==> src/rtl/int_dispatch_pkg.sv <==
// Shared definitions for the interrupt dispatcher: source indices, vector base,
// dispatch FSM encoding and the vector computation.
package int_dispatch_pkg;

  localparam int unsigned NumIrq = 5;
  localparam logic [7:0]  VecBase = 8'h40;

  localparam int unsigned IrqVbl    = 0;
  localparam int unsigned IrqStat   = 1;
  localparam int unsigned IrqTimer  = 2;
  localparam int unsigned IrqSerial = 3;
  localparam int unsigned IrqJoypad = 4;

  typedef enum logic [2:0] {
    StIdle,
    StNop1,
    StNop2,
    StPushHi,
    StPushLo,
    StJump
  } disp_state_e;

  // Source n jumps to base + 8n.
  function automatic logic [7:0] irq_vector(input logic [7:0] base, input logic [2:0] idx);
    return base + {2'b00, idx, 3'b000};
  endfunction

endpackage

==> src/rtl/int_dispatch_if.sv <==
// CPU data-bus view of the IE register (FFFF): write value, strobes and read data.
interface int_dispatch_if;
  logic [7:0] d_in;
  logic       nffff_wr;
  logic       nffff_rd;
  logic [7:0] d_out;
  logic       d_oe;

  modport master (
    output d_in, nffff_wr, nffff_rd,
    input  d_out, d_oe
  );

  modport slave (
    input  d_in, nffff_wr, nffff_rd,
    output d_out, d_oe
  );
endinterface

==> src/rtl/irq_prio_enc.sv <==
// Lowest-set-bit encoder: bit 0 has the highest priority.
module irq_prio_enc
  import int_dispatch_pkg::*;
(
  input  logic [NumIrq-1:0] req_i,
  output logic              valid_o,
  output logic [2:0]        idx_o
);

  always_comb begin
    valid_o = 1'b0;
    idx_o   = '0;
    // Scan downward so the lowest set bit is the last one written.
    for (int i = NumIrq - 1; i >= 0; i--) begin
      if (req_i[i]) begin
        valid_o = 1'b1;
        idx_o   = 3'(i);
      end
    end
  end

endmodule

==> src/rtl/int_dispatch.sv <==
// CPU-side interrupt scheduler: IE/IME registers, fixed-priority arbitration,
// 5-M-cycle dispatch sequence and HALT entry/wake with the HALT-bug pulse.
module int_dispatch
  import int_dispatch_pkg::*;
#(
  parameter int unsigned NUM_IRQ  = NumIrq,
  parameter logic [7:0]  VEC_BASE = VecBase
) (
  input  logic       boga1mhz,
  input  logic       nreset2,

  input  logic       cpu_irq0_trig,
  input  logic       cpu_irq1_trig,
  input  logic       cpu_irq2_trig,
  input  logic       cpu_irq3_trig,
  input  logic       cpu_irq4_trig,

  int_dispatch_if.slave ie_bus,

  input  logic       instr_boundary,
  input  logic       ime_set,
  input  logic       ime_clr,
  input  logic       reti,
  input  logic       halt_req,

  output logic       cpu_irq0_ack,
  output logic       cpu_irq1_ack,
  output logic       cpu_irq2_ack,
  output logic       cpu_irq3_ack,
  output logic       cpu_irq4_ack,

  output logic       push_hi,
  output logic       push_lo,
  output logic       pc_load,
  output logic [7:0] vector,
  output logic       dispatch_busy,
  output logic       halted,
  output logic       halt_bug,
  output logic       ime
);

  disp_state_e        state_q;
  logic [7:0]         ie_q;
  logic               ime_q;
  logic               ime_pend_q;
  logic               halted_q;
  logic               halt_bug_q;
  logic               push_hi_q;
  logic               push_lo_q;
  logic               pc_load_q;
  logic               busy_q;
  logic [7:0]         vector_q;
  logic [NUM_IRQ-1:0] ack_q;

  logic [NUM_IRQ-1:0] trig;
  logic [NUM_IRQ-1:0] pend;
  logic               any_pend;
  logic               sel_valid;
  logic [2:0]         sel_idx;
  logic [NUM_IRQ-1:0] sel_onehot;
  logic               start_dispatch;

  assign trig[IrqVbl]    = cpu_irq0_trig;
  assign trig[IrqStat]   = cpu_irq1_trig;
  assign trig[IrqTimer]  = cpu_irq2_trig;
  assign trig[IrqSerial] = cpu_irq3_trig;
  assign trig[IrqJoypad] = cpu_irq4_trig;

  // IE[7:5] are storage only; they never reach arbitration.
  assign pend     = trig & ie_q[NUM_IRQ-1:0];
  assign any_pend = |pend;

  irq_prio_enc u_prio_enc (
    .req_i   (pend),
    .valid_o (sel_valid),
    .idx_o   (sel_idx)
  );

  always_comb begin
    sel_onehot = '0;
    for (int i = 0; i < NUM_IRQ; i++) begin
      sel_onehot[i] = sel_valid && (int'(sel_idx) == i);
    end
  end

  assign start_dispatch = ime_q && any_pend &&
                          (((state_q == StIdle) && instr_boundary) || halted_q);

  always_ff @(posedge boga1mhz or negedge nreset2) begin
    if (!nreset2) begin
      state_q    <= StIdle;
      ie_q       <= 8'h00;
      ime_q      <= 1'b0;
      ime_pend_q <= 1'b0;
      halted_q   <= 1'b0;
      halt_bug_q <= 1'b0;
      push_hi_q  <= 1'b0;
      push_lo_q  <= 1'b0;
      pc_load_q  <= 1'b0;
      busy_q     <= 1'b0;
      vector_q   <= 8'h00;
      ack_q      <= '0;
    end else begin
      push_hi_q  <= 1'b0;
      push_lo_q  <= 1'b0;
      pc_load_q  <= 1'b0;
      halt_bug_q <= 1'b0;
      ack_q      <= '0;

      if (!ie_bus.nffff_wr) begin
        ie_q <= ie_bus.d_in;
      end

      // EI takes effect one instruction late; a fresh EI on the promoting
      // boundary re-arms the pending flag.
      if (ime_pend_q && instr_boundary) begin
        ime_q      <= 1'b1;
        ime_pend_q <= ime_set;
      end else if (ime_set) begin
        ime_pend_q <= 1'b1;
      end
      if (reti) begin
        ime_q <= 1'b1;
      end
      if (ime_clr) begin
        ime_q      <= 1'b0;
        ime_pend_q <= 1'b0;
      end

      unique case (state_q)
        StIdle: begin
          if (start_dispatch) begin
            state_q  <= StNop1;
            ime_q    <= 1'b0;
            halted_q <= 1'b0;
            busy_q   <= 1'b1;
          end else if (halted_q) begin
            if (any_pend) begin
              halted_q <= 1'b0;
            end
          end else if (halt_req) begin
            if (ime_q || !any_pend) begin
              halted_q <= 1'b1;
            end else begin
              halt_bug_q <= 1'b1;
            end
          end
        end
        StNop1: state_q <= StNop2;
        StNop2: begin
          state_q   <= StPushHi;
          push_hi_q <= 1'b1;
        end
        StPushHi: begin
          // Winner is chosen here, so late higher-priority flags still win.
          state_q   <= StPushLo;
          push_lo_q <= 1'b1;
          vector_q  <= sel_valid ? irq_vector(VEC_BASE, sel_idx) : 8'h00;
          ack_q     <= sel_onehot;
        end
        StPushLo: begin
          state_q   <= StJump;
          pc_load_q <= 1'b1;
        end
        StJump: begin
          state_q <= StIdle;
          busy_q  <= 1'b0;
        end
        default: begin
          state_q <= StIdle;
          busy_q  <= 1'b0;
        end
      endcase
    end
  end

  assign ie_bus.d_out = ie_q;
  assign ie_bus.d_oe  = !ie_bus.nffff_rd;

  assign cpu_irq0_ack = ack_q[IrqVbl];
  assign cpu_irq1_ack = ack_q[IrqStat];
  assign cpu_irq2_ack = ack_q[IrqTimer];
  assign cpu_irq3_ack = ack_q[IrqSerial];
  assign cpu_irq4_ack = ack_q[IrqJoypad];

  assign push_hi       = push_hi_q;
  assign push_lo       = push_lo_q;
  assign pc_load       = pc_load_q;
  assign vector        = vector_q;
  assign dispatch_busy = busy_q;
  assign halted        = halted_q;
  assign halt_bug      = halt_bug_q;
  assign ime           = ime_q;

endmodule

==> src/flat_wrapper.sv <==
// flat-port wrapper written by rule: the top's interface ports become plain ports
module int_dispatch_flat import int_dispatch_pkg::*;
#(
  parameter int unsigned NUM_IRQ  = NumIrq,
  parameter logic [7:0]  VEC_BASE = VecBase
)
  (boga1mhz, nreset2, cpu_irq0_trig, cpu_irq1_trig, cpu_irq2_trig, cpu_irq3_trig, cpu_irq4_trig, instr_boundary, ime_set, ime_clr, reti, halt_req, cpu_irq0_ack, cpu_irq1_ack, cpu_irq2_ack, cpu_irq3_ack, cpu_irq4_ack, push_hi, push_lo, pc_load, vector, dispatch_busy, halted, halt_bug, ime, ie_bus_d_in, ie_bus_nffff_wr, ie_bus_nffff_rd, ie_bus_d_out, ie_bus_d_oe);
  int_dispatch_if ie_bus_i ();
  input  logic boga1mhz;
  input  logic nreset2;
  input  logic cpu_irq0_trig;
  input  logic cpu_irq1_trig;
  input  logic cpu_irq2_trig;
  input  logic cpu_irq3_trig;
  input  logic cpu_irq4_trig;
  input  logic instr_boundary;
  input  logic ime_set;
  input  logic ime_clr;
  input  logic reti;
  input  logic halt_req;
  output logic cpu_irq0_ack;
  output logic cpu_irq1_ack;
  output logic cpu_irq2_ack;
  output logic cpu_irq3_ack;
  output logic cpu_irq4_ack;
  output logic push_hi;
  output logic push_lo;
  output logic pc_load;
  output logic [7:0] vector;
  output logic dispatch_busy;
  output logic halted;
  output logic halt_bug;
  output logic ime;
  input wire logic [$bits(ie_bus_i.d_in)-1:0] ie_bus_d_in;
  input wire logic [$bits(ie_bus_i.nffff_wr)-1:0] ie_bus_nffff_wr;
  input wire logic [$bits(ie_bus_i.nffff_rd)-1:0] ie_bus_nffff_rd;
  output wire logic [$bits(ie_bus_i.d_out)-1:0] ie_bus_d_out;
  output wire logic [$bits(ie_bus_i.d_oe)-1:0] ie_bus_d_oe;
  assign ie_bus_i.d_in = ie_bus_d_in;
  assign ie_bus_i.nffff_wr = ie_bus_nffff_wr;
  assign ie_bus_i.nffff_rd = ie_bus_nffff_rd;
  assign ie_bus_d_out = ie_bus_i.d_out;
  assign ie_bus_d_oe = ie_bus_i.d_oe;
  int_dispatch #(.NUM_IRQ(NUM_IRQ), .VEC_BASE(VEC_BASE)) u_core (.boga1mhz(boga1mhz), .nreset2(nreset2), .cpu_irq0_trig(cpu_irq0_trig), .cpu_irq1_trig(cpu_irq1_trig), .cpu_irq2_trig(cpu_irq2_trig), .cpu_irq3_trig(cpu_irq3_trig), .cpu_irq4_trig(cpu_irq4_trig), .ie_bus(ie_bus_i), .instr_boundary(instr_boundary), .ime_set(ime_set), .ime_clr(ime_clr), .reti(reti), .halt_req(halt_req), .cpu_irq0_ack(cpu_irq0_ack), .cpu_irq1_ack(cpu_irq1_ack), .cpu_irq2_ack(cpu_irq2_ack), .cpu_irq3_ack(cpu_irq3_ack), .cpu_irq4_ack(cpu_irq4_ack), .push_hi(push_hi), .push_lo(push_lo), .pc_load(pc_load), .vector(vector), .dispatch_busy(dispatch_busy), .halted(halted), .halt_bug(halt_bug), .ime(ime));
endmodule
==> config.mk <==
export PLATFORM = sky130hd
export DESIGN_NAME = int_dispatch_flat
export DESIGN_NICKNAME = d
export VERILOG_FILES = /design/src/rtl/int_dispatch_pkg.sv /design/src/rtl/int_dispatch_if.sv /design/src/rtl/irq_prio_enc.sv /design/src/rtl/int_dispatch.sv /design/src/flat_wrapper.sv
export SDC_FILE = /design/constraint.sdc
export NUM_CORES = 1
export LEC_CHECK = 0
export BUFFER_PORTS_ARGS = -buffer_cell sky130_fd_sc_hd__clkbuf_2
export CAP_MARGIN = 15
export CORE_ASPECT_RATIO = 0.9
export CORE_MARGIN = 10
export CORE_UTILIZATION = 41
export CTS_CLUSTER_SIZE = 40
export DETAILED_ROUTE_END_ITERATION = 16
export GPL_TIMING_DRIVEN = 1
export PLACE_DENSITY_LB_ADDON = 0.08
export RECOVER_POWER = 25
export SYNTH_ARGS = -nofsm -noshare
export SYNTH_HDL_FRONTEND = slang
export SYNTH_SLANG_ARGS = --single-unit
==> constraint.sdc <==
create_clock -name boga1mhz -period 1.41 [get_ports boga1mhz]
set_input_delay 0.141 -clock boga1mhz [delete_from_list [all_inputs] [get_ports boga1mhz]]
set_output_delay 0.141 -clock boga1mhz [all_outputs]
set_load 0.05 [all_outputs]
==> results.json <==
{
  "yosys-top-cells-area": "dfrtp_1, mux2_2, nand2_1, o21ai_0, buf_4",
  "layout_min_cycle_time_ns": 1.39,
  "top_level_ports": 51,
  "drv_slew": 0,
  "rows": 17,
  "synth_warnings": 0,
  "maxCapViolations": 0,
  "final_cell_mix": "clkbuf_2, dfrtp_1, nand2_1",
  "critPathMaxFanout": 3,
  "power.share.sequential": 0.413,
  "antenna_found_initial": 0,
  "syn_to_final_growth_pct": 31.8,
  "syn_avg_cell_area_um2": 12.0,
  "timing.hold.ws_ns": 0.0324,
  "p_comb_frac": 0.463,
  "power.share.switching": 0.447,
  "clock_power_share": 0.124,
  "p_int_mw": 1.45,
  "grt-ovfl-total": 0,
  "final_core_utilization": 0.579,
  "netSwitchingPower_mw": 1.17,
  "synth.distinct_cells": 28,
  "synth_cells": 93,
  "tns_ns": 0,
  "r2r-start": "u_core.ie_bus.d_out[2]$_DFFE_PN0N_",
  "fillers": 233,
  "design.core.area_um2": 2530,
  "cts_setup_buffers": 0,
  "numCtsBuffers": 3,
  "drive_gt1_frac": 0.477,
  "grt_pass1_wl_um": 4270,
  "die_y_um": 69.4,
  "cpMaxStageDelayCell": "dfrtp_2",
  "slowest_delay_ns": 0.42,
  "insertion_delay_ns": 0.32,
  "stdcell_count": 177,
  "die_area_um2": 5200,
  "place_inst": 171,
  "ant_nets": 0,
  "diodes": 0,
  "grt_pass1_vias": 913,
  "startpoint": "u_core.ie_bus.d_out[2]$_DFFE_PN0N_",
  "root_buffer": "clkbuf_4",
  "path_clk_slew_ns": 0.14,
  "start_util": 0.439,
  "path_cells": "a222oi_1, buf_4, a31oi_4, a211o_1",
  "hold_viol": 0,
  "timing.fmax_ghz": 0.721,
  "dr.pass1.iters": 4,
  "fin_crit_sh": 0.984,
  "slew_headroom": 0.560,
  "ir_drop_uv": 888,
  "gp_congestion": 0.780,
  "cts_num_sinks": 28,
  "drt-total-wl_um": 2520,
  "vias": 841,
  "cts_max_path_buffers": 2,
  "hp-class": "in -> reg",
  "status": "finished clean",
  "grt_max_degree": 29,
  "hpwl_um": 2040,
  "grt_setup_unrepaired": "true",
  "cp-end-kind": "register",
  "synth-seq-cells": 28,
  "synth_area_leader_cell": "dfrtp_1",
  "nNetsFinal": 172,
  "p_total_mw": 2.63,
  "powerDensity_nw_per_um2": 1790,
  "hold_start": "halt_req",
  "fp.dieW_um": 74.9,
  "synth_top_area_frac": 0.630,
  "htree_num_levels": 1,
  "drc": 0,
  "reg2regPathDepth": 4,
  "routedWlPerCell_um": 14.2,
  "cp-start-kind": "register",
  "critPathKind": "reg -> reg",
  "setup_viol": 0,
  "tightest_slew_ns": 0.660,
  "seq_area_frac_synth": 0.630,
  "cp_data_required_time_ns": 1.63,
  "grt_usage": 0.105,
  "leakage_nw": 0.770,
  "layout_commonest_cell": "clkbuf_2",
  "rrSetupSlack_ns": 0.02,
  "viasPerCell": 4.75,
  "io_buffers": 46,
  "syn-cell-area_um2": 1110,
  "worstSetupEndpoint": "u_core.state_q[0]$_DFFE_PN0P_",
  "rr_endpoint": "u_core.state_q[0]$_DFFE_PN0P_",
  "cp.arrival_ns": 1.61,
  "dr.first_iter.drc_count": 51,
  "fin_skew_ns": 0.00360,
  "cts_tree": "built"
}
[how the worst min path moves through the flow]
stage,end,slack (ns),cells past startpoint
3_5_place_dp,u_core.halt_bug$_DFF_PN0_,0.21,1
5_1_grt,u_core.ie_bus.d_out[1]$_DFFE_PN0N_,0.004,2
6_report,u_core.halt_bug$_DFF_PN0_,0.03,3
2_1_floorplan,u_core.ack_q[0]$_DFF_PN0_,-0.15,0
4_1_cts,u_core.halt_bug$_DFF_PN0_,0.01,3
3_3_place_gp,u_core.halt_bug$_DFF_PN0_,0.21,1
[per-layer routing]
| metal | part of all wire | vias to the layer above | global-route usage |
|---|---|---|---|
| met5 | 0 | - | 0 |
| met1 | 0.38 | 384 | 0.114 |
| met4 | 0.0083 | 0 | 0.0313 |
| met2 | 0.50 | 29 | 0.172 |
| li1 | - | 426 | - |
| met3 | 0.11 | 2 | 0.0499 |
[power groups by stage]
| stage | registers [mW] | clock network, mW | logic, mW |
|---|---|---|---|
| finish | 1.09 | 0.326 | 1.22 |
| global route | 1.12 | 0.394 | 1.32 |
| CTS | 1.09 | 0.354 | 1.23 |
| detailed placement | 1.10 | 0 | 1.22 |
| global placement | 1.10 | 0 | 1.21 |
| floorplan | 1.61 | 0 | 0.345 |
[registers in the layout, summed over array words and instances, names as in the netlist]
register / flops
u_core.dispatch_busy: 1
u_core.ie_bus.d_out: 8
u_core.ime: 1
u_core.push_hi: 1
u_core.state_q: 3
u_core.halt_bug: 1
u_core.ime_pend_q: 1
u_core.ack_q: 5
u_core.pc_load: 1
u_core.halted: 1
u_core.push_lo: 1
u_core.vector: 4
[kinds of logic (layout without fill, tap and decap cells)]
logic type | after synthesis | in the layout | share of synthesized area
other | 1 | 4 | 0.00337
AND/OR/NAND/NOR | 28 | 28 | 0.123
XOR/XNOR | 1 | 1 | 0.00788
AO/OA/AOI/OAI | 17 | 17 | 0.107
flip-flops | 28 | 28 | 0.630
multiplexers | 8 | 8 | 0.0810
buffers and inverters | 10 | 63 | 0.0484
[critical path: cells and delay by family (launching register included)]
kind | cells | cell delay, ns
DFF | 1 | 0.42
AOI/OAI and AO/OA | 3 | 0.68
buffers and inverters | 1 | 0.19
[synth_stat cells]
library cell and n:
a211o_1 1, a211oi_1 2, a21oi_1 1, a222oi_1 1
a22o_2 2, a31oi_1 1, a32oi_1 1, and2_1 1
and3_2 1, buf_4 4, clkbuf_1 1, clkbuf_2 1
conb_1 1, dfrtp_1 28, inv_1 4, mux2_2 8
nand2_1 11, nand2b_1 1, nand3_1 1, nand3b_1 1
nor2_1 6, nor3_1 2, nor3b_1 2, nor4_1 1
o21ai_0 7, o2bb2a_1 1, or3b_2 1, xnor2_1 1
[area by class of cell]
class,count,area (um2),share of cell area
Sequential cell,28,704,0.480
Multi-Input combinational cell,58,384,0.262
Timing Repair Buffer,55,302,0.206
Tap cell,28,35.0,0.0239
Clock buffer,4,26.3,0.0179
Inverter,4,15.0,0.0102
[through the flow]
step	setup WS (ns)	cell area, um2
4_1_cts	0.00460	1470
3_5_place_dp	-0.0350	1410
3_3_place_gp	0.00646	1410
5_1_grt	-0.0663	1470
6_report	0.0225	1470
2_1_floorplan	-0.110	1130
[what timing repair did]
action,in CTS,in global routing
setup endpoints to repair,3,4
resized for setup,2,0
pin swaps,1,0
hold buffers,2,0
endpoints found under the hold margin,30,0
No activity file was read; power rests on OpenSTA's default activity.
